==> src/rtl/or_gate_arbiter.sv <==
// Round-robin arbiter sharing one OR datapath among N_REQ valid/ready requesters.
// A single registered response port carries each result with the winner's ID.
module or_gate_arbiter #(
   parameter int WIDTH = 8,
   parameter int N_REQ = 4,
   localparam int ID_W = $clog2(N_REQ)
) (
   input  logic                     CLK,
   input  logic                     RST,
   input  logic [N_REQ-1:0]         REQ_VALID,
   output logic [N_REQ-1:0]         REQ_READY,
   input  logic [N_REQ*WIDTH-1:0]   REQ_IN0,
   input  logic [N_REQ*WIDTH-1:0]   REQ_IN1,
   output logic                     RSP_VALID,
   input  logic                     RSP_READY,
   output logic [WIDTH-1:0]         RSP_OUT,
   output logic [ID_W-1:0]          RSP_ID
);

   typedef enum logic {
      EMPTY = 1'b0,
      FULL  = 1'b1
   } state_t;

   state_t            r_state;
   state_t            w_stateNext;
   logic [ID_W-1:0]   r_ptr;
   logic [WIDTH-1:0]  r_rspOut;
   logic [ID_W-1:0]   r_rspId;

   logic              w_found;
   logic [ID_W-1:0]   w_winner;
   logic [ID_W-1:0]   w_cand;
   logic [ID_W-1:0]   w_ptrNext;
   logic [N_REQ-1:0]  w_grant;
   logic [WIDTH-1:0]  w_op0;
   logic [WIDTH-1:0]  w_op1;
   logic [WIDTH-1:0]  w_orResult;
   logic              w_canAccept;
   logic              w_accept;

   // Search PTR, PTR+1, ... with explicit modulo so non-power-of-2 counts wrap correctly
   always_comb begin
      w_found  = 1'b0;
      w_winner = '0;
      w_cand   = '0;
      for (int k = 0; k < N_REQ; k++) begin
         int idx;
         idx = int'(r_ptr) + k;
         if (idx >= N_REQ) begin
            idx = idx - N_REQ;
         end
         w_cand = ID_W'(idx);
         if (!w_found && REQ_VALID[w_cand]) begin
            w_found  = 1'b1;
            w_winner = w_cand;
         end
      end
   end

   always_comb begin
      w_grant = '0;
      w_op0   = '0;
      w_op1   = '0;
      for (int i = 0; i < N_REQ; i++) begin
         if (w_winner == ID_W'(i)) begin
            w_grant[i] = 1'b1;
            w_op0      = REQ_IN0[i*WIDTH +: WIDTH];
            w_op1      = REQ_IN1[i*WIDTH +: WIDTH];
         end
      end
   end

   assign w_orResult  = w_op0 | w_op1;
   assign w_canAccept = (r_state == EMPTY) || RSP_READY;
   assign w_accept    = !RST && w_canAccept && w_found;
   assign REQ_READY   = w_accept ? w_grant : '0;
   assign w_ptrNext   = (w_winner == ID_W'(N_REQ - 1)) ? '0 : w_winner + ID_W'(1);

   // A load always leaves us FULL, even when the old response drains in the same edge
   always_comb begin
      w_stateNext = r_state;
      if (w_accept) begin
         w_stateNext = FULL;
      end else if ((r_state == FULL) && RSP_READY) begin
         w_stateNext = EMPTY;
      end
   end

   always_ff @(posedge CLK) begin
      if (RST) begin
         r_state <= EMPTY;
      end else begin
         r_state <= w_stateNext;
      end
   end

   // Priority only rotates on a real transfer; draining keeps the last payload visible
   always_ff @(posedge CLK) begin
      if (RST) begin
         r_rspOut <= '0;
         r_rspId  <= '0;
         r_ptr    <= '0;
      end else if (w_accept) begin
         r_rspOut <= w_orResult;
         r_rspId  <= w_winner;
         r_ptr    <= w_ptrNext;
      end
   end

   assign RSP_VALID = (r_state == FULL);
   assign RSP_OUT   = r_rspOut;
   assign RSP_ID    = r_rspId;

endmodule
==> config.mk <==
export PLATFORM = sky130hd
export DESIGN_NAME = or_gate_arbiter
export DESIGN_NICKNAME = d
export VERILOG_FILES = /design/src/rtl/or_gate_arbiter.sv
export SDC_FILE = /design/constraint.sdc
export NUM_CORES = 1
export LEC_CHECK = 0
export CORE_MARGIN = 2
export CORE_UTILIZATION = 34
export CTS_CLUSTER_DIAMETER = 120
export DETAILED_ROUTE_END_ITERATION = 8
export PLACE_DENSITY = 0.95
export SYNTH_ARGS = -nofsm -noshare
export SYNTH_HDL_FRONTEND = slang
export SYNTH_SLANG_ARGS = --single-unit
==> constraint.sdc <==
create_clock -name CLK -period 6 [get_ports CLK]
set_input_delay 1.2 -clock CLK [delete_from_list [all_inputs] [get_ports CLK]]
set_output_delay 1.2 -clock CLK [all_outputs]
set_load 0.02 [all_outputs]
After elaboration in Yosys (flattened, before gate mapping)
Index checks and enable logic that the tools add are counted.

Output and inout bits: 15. Word-level logic and storage cells: 74. Bits of input ports: 71. Register bits after elaboration: 13.

Reductions and logical operators: 13. Multiplexer cells: 36. Bitwise logic cells: 2. Add/subtract/negate cells: 8. Equal/unequal tests: 3. $lt $le $gt $ge: 8.

Operators by type and width (number): 2-to-1 mux 8 bit (8); 2-to-1 mux 2 bit (9); 2-to-1 mux 1 bit (14); less-than comparator 2 x 3 -> 1 bit, second input constant (4); >= comparator 3 bit, second input constant (3); binary-select mux 1 bit (select 2 bit) (4); OR 8 bit (1); subtractor 2 x 1 -> 2 bit, second input constant (4); adder 2 x 2 -> 3 bit, second input constant (2); logical AND 1 bit (6); equality test 2 bit, second input constant (2); zero test 1 bit (4); 2-to-1 mux 4 bit (1); adder 2 x 1 -> 3 bit, second input constant (1); >= comparator 2 x 3 -> 1 bit, second input constant (1); adder 2 x 1 -> 2 bit, second input constant (1); equality test 2 x 1 -> 1 bit, second input constant (1); zero test 2 bit (1); nonzero test 2 bit (1); logical OR 1 bit (1); NOT 1 bit (1).

Logic depth before layout (Yosys ltp)
Depth in word-level cells: 20. Gate-level depth with buffers: 10. Depth with buffers taken out: 9.

Worst setup path after synthesis
No wires, ideal clock.

Kind: input port to output port. From: in REQ_VALID[2]. To: out REQ_READY[3]. Buffers on the path: 2. Setup slack: 2.044 ns. Arrival: 2.756 ns. Stages on the path: 7. Cells stage by stage: mux2i_1 -> nor2_1 -> nor4_1 -> ha_1 -> clkbuf_1 -> clkbuf_1 -> and3_1.

Word-level cells in the longest chain between the ends: 15. Elaborated cells on any way between the ends: 26. Classes of those cells: eq/ne: 1; mux: 18; reduce/logical: 7.

RTL lines: start: declaration (RTL line 10) `input logic [N_REQ-1:0] REQ_VALID,`; binary-select mux 1 bit (select 2 bit) (RTL line 54) `if (!w_found && REQ_VALID[w_cand]) begin`; 2-to-1 mux 1 bit (not written as such) (RTL line 54); 2-to-1 mux 1 bit (RTL line 54); zero test 1 bit (RTL line 54); logical AND 1 bit (RTL line 54); 2-to-1 mux 1 bit (RTL line 54); zero test 1 bit (RTL line 54); logical AND 1 bit (RTL line 54); 2-to-1 mux 1 bit (RTL line 54); zero test 1 bit (RTL line 54); logical AND 1 bit (RTL line 54); 2-to-1 mux 2 bit (*) (RTL line 54); via w_winner[0] (RTL line 32) `logic [ID_W-1:0] w_winner;`; equality test 2 bit (*) (RTL line 66) `if (w_winner == ID_W'(i)) begin`; 2-to-1 mux 1 bit (*) (RTL line 66); 2-to-1 mux 4 bit (*) (RTL line 77) `assign REQ_READY = w_accept ? w_grant : '0;`; end: declaration (RTL line 11) `output logic [N_REQ-1:0] REQ_READY,`.

The timed path passes the listed nets; every way through them passes the cells marked *. The select of a mux whose other input is x is not followed.

Worst setup path in the final report
From: in REQ_VALID[3]. To: out REQ_READY[3].

The elaborated chain is that of the path after synthesis.

==> impl_results.md <==
- First-pass DRT Iterations: 4
- Ys async rst share: 0%
- Post-Syn Area: 1000 um^2
- Max-Slew Margin vs Limit: 54.2%
- Placed Cells: 244
- Stages on worst setup path: 7
- PostCTS Resize Cnt: 0
- Peak Freq: 196 MHz
- Worst R2R End: RSP_OUT[2]
- Max IR drop VDD: 0.000161 V
- Sequential fraction of the synthesis area: 25.9%
- Synth Register Bits: 13
- Yosys Warn Count: 0
- Crit path capture: REQ_READY[3]
- DRT Wirelength: 3260 um
- Setup crit end kind: primary output
- Mapped Nets: 211
- Clk root buf: clkbuf_4
- Routability Congestion: 0.769
- Worst Path Required: 4.80 ns
- WL met2: 1630 um
- CP bufs+invs: 2
- Via density: about 5.2
- Minimum clock period: 5.10 ns
- Final period util: 85.0%
- Critical path type: input pin to primary output
- Layout area overhead: 86.3%
- Final Hold Vio Count: 0
- Outcome: finished clean
- Top routing layer used: met4
- Critical Path Source: REQ_VALID[3]
- Post-CTS Hold Buffers: 0
- Die X: 58.3 um
- CP top delay family: buffers and inverters
- Initial core utilization: 36.1%
- Ys flop type: dfxtp_1
- WHS: 0.507 ns
- Number of routed nets with antenna violations: 0
- R2R depth: 9
- WL per Instance: 13.1 um
- Die ar.: 3400 um^2
- RSZ-0062 raised after global routing: false
- Vias in the first global route: 1197
- First-pass GRT wire length: 5020 um
- Worst path max stage delay: ~0.6 ns
- CP max stage cell: ha_1
- Area leader, netlist: dfxtp_1
- Synth top area share: 25.9%
- Leak Pwr: 0.722 nW
- CTS sink cnt: 13
- EDFF count, synth: 0
- Final setup fails: 0
- Worst r2r src: r_ptr[1]
- Critical path, cell by cell: clkdlybuf4s50_1 > nand2b_1 > a21oi_1 > nor4_1 > ha_1 > and3_1 > clkdlybuf4s50_1
- DPL Wire Length: 2660 um
- Post-route DRC: 0
- Post-CTS setup buffers: 0
- GR Util All Layers: between 10% and 20%
- Max-slew violation count: 0
- Type of the most critical hold path: flip-flop to flip-flop
- Die Y: a little under 60 um
- Starting DRC count in detailed routing: 41
- Critical Path Start Type: input pin
- Critical path arrival: 3.90 ns
- Post-Syn Instances: 136
- CTS tree: built
- Via count: 1294
- Max cap viols: 0
- Placement Rows: 19
- Clk Latency, worst-skew pair: 0.28 ns
- Syn avg cell area: 7.38 um^2
- Final std cells w/o fill: 248
- Setup TNS Final: 0 ns
- Clock-pin slew on the worst setup and hold paths: 0.08 ns
- Ant. Diodes: 0
- Top-count cell post-synth: nor2_1
- Number of buffers created by CTS: 3
- Top-Level Pins: 86
- CORE AREA: 2780 um^2
- Layout cells sized above 1: under 10%
- Met3 WL: 190 um
- Final clock skew: 0.00189 ns
- Largest net degree at the start of global routing: 24
- Congestion Overflow GR: 0
- Worst-path maximum fanout: 17
- Clock buffer depth: 2
- DRT met1 WL: between 1000 and 1500 um
- Worst-Margin Slew: 0.685 ns
- CP dominant cell by count: clkdlybuf4s50_1
- Ranking of synthesized cells by area: dfxtp_1, a311oi_2, nor2_1
- Power Dens Cells: between 200 and 250 nW/um^2
- Yosys cell types: 29
- I/O Buffers: 85
- Util after Layout: 67.2%
- Max H-tree Level: 1
- Most frequent cells after synthesis: nor2_1, o21ai_0, dfxtp_1, nand2_1, a21oi_1
- Initial antenna violation count: 0
- Nets: 293
- R2r setup slk: 3.21 ns
-- how the worst min path moves through the flow --
stage | start | end | slack (ns) | cells after the start
detailed placement | RSP_ID[1] | RSP_ID[1] | 0.48 | 2
CTS | RSP_ID[1] | RSP_ID[1] | 0.49 | 2
global route | RSP_ID[1] | RSP_ID[1] | 0.52 | 2
global placement | RSP_ID[1] | RSP_ID[1] | 0.47 | 2
finish | RSP_ID[1] | RSP_ID[1] | 0.51 | 2
floorplan | r_ptr[1] | r_ptr[1] | 0.49 | 2
-- registers in the layout (all words and copies together), names as in the netlist --
register / cells
r_ptr: 2
RSP_ID: 2
RSP_VALID: 1
RSP_OUT: 8
-- metal layers --
| metal | vias to the layer above | GRT usage [%] |
|---|---|---|
| li1 | 654 | - |
| met1 | 578 | 23.6 |
| met2 | 58 | 33.7 |
| met3 | 4 | 2.86 |
| met4 | 0 | 5.98 |
| met5 | - | 0 |
-- cells by family after synthesis --
| kind of cell | count (synthesis) | share of synthesized area [%] |
|---|---|---|
| multiplexers | 1 | 0.998 |
| buffers and inverters | 12 | 6.61 |
| flip-flops | 13 | 25.9 |
| adder cells (fa/ha/maj) | 4 | 4.99 |
| AND/OR/NAND/NOR | 57 | 25.1 |
| AO/OA/AOI/OAI | 49 | 36.4 |
-- cell usage in the layout, fill, tap and decap left out, drive strengths merged, types with 2 or more instances in the layout --
cell type | netlist | routed
clkdlybuf4s50 | 0 | 85
nor2 | 29 | 29
o21ai | 16 | 16
dfxtp | 13 | 13
nand2 | 13 | 13
a21oi | 12 | 12
a311oi | 8 | 8
a22oi | 7 | 7
inv | 4 | 4
and3 | 4 | 4
ha | 4 | 4
nand2b | 3 | 3
clkbuf | 2 | 3
nor4 | 2 | 2
nor3 | 2 | 2
-- power breakdown --
group / total, W / switching (W) / internal, W / leakage (nW)
Clock: 0.0000562 / 0.0000314 / 0.0000248 / 0.0177
Sequential: 0.000111 / 0.00000936 / 0.000101 / 0.108
Combinational: 0.000211 / 0.000102 / 0.000109 / 0.596
Total: 0.000378 / 0.000143 / 0.000235 / 0.722
-- layout make-up --
| cell class | instances | area, um^2 |
|---|---|---|
| well taps | 31 | 38.8 |
| clock buffers | 3 | 22.5 |
| flip-flops and latches | 13 | 260 |
| fillers | 230 | 912 |
| repair buffers | 85 | 851 |
| clock inverters | 1 | 5.00 |
| multi-input cells | 111 | 677 |
| inverters | 4 | 15.0 |
-- worst register-to-register path, stage by stage (launching register included) --
cell,delay (ns)
dfxtp_1,0.45
mux2i_1,0.21
nor2_1,0.08
nor4_1,0.50
inv_1,0.14
ha_1,0.37
nor2b_1,0.53
a22oi_1,0.14
nand2_1,0.14
a311oi_2,0.10
-- metrics by stage --
step | setup slack [ns] | cell area [um^2] | total power, W
5_1_grt | 0.694 | 1870 | 0.000401
6_report | 0.899 | 1870 | 0.000378
4_1_cts | 0.895 | 1870 | 0.000376
2_1_floorplan | 2.04 | 1000 | 0.000228
3_3_place_gp | 0.998 | 1840 | 0.000317
3_5_place_dp | 0.907 | 1840 | 0.000322
Power figures use the tool's default switching activity.
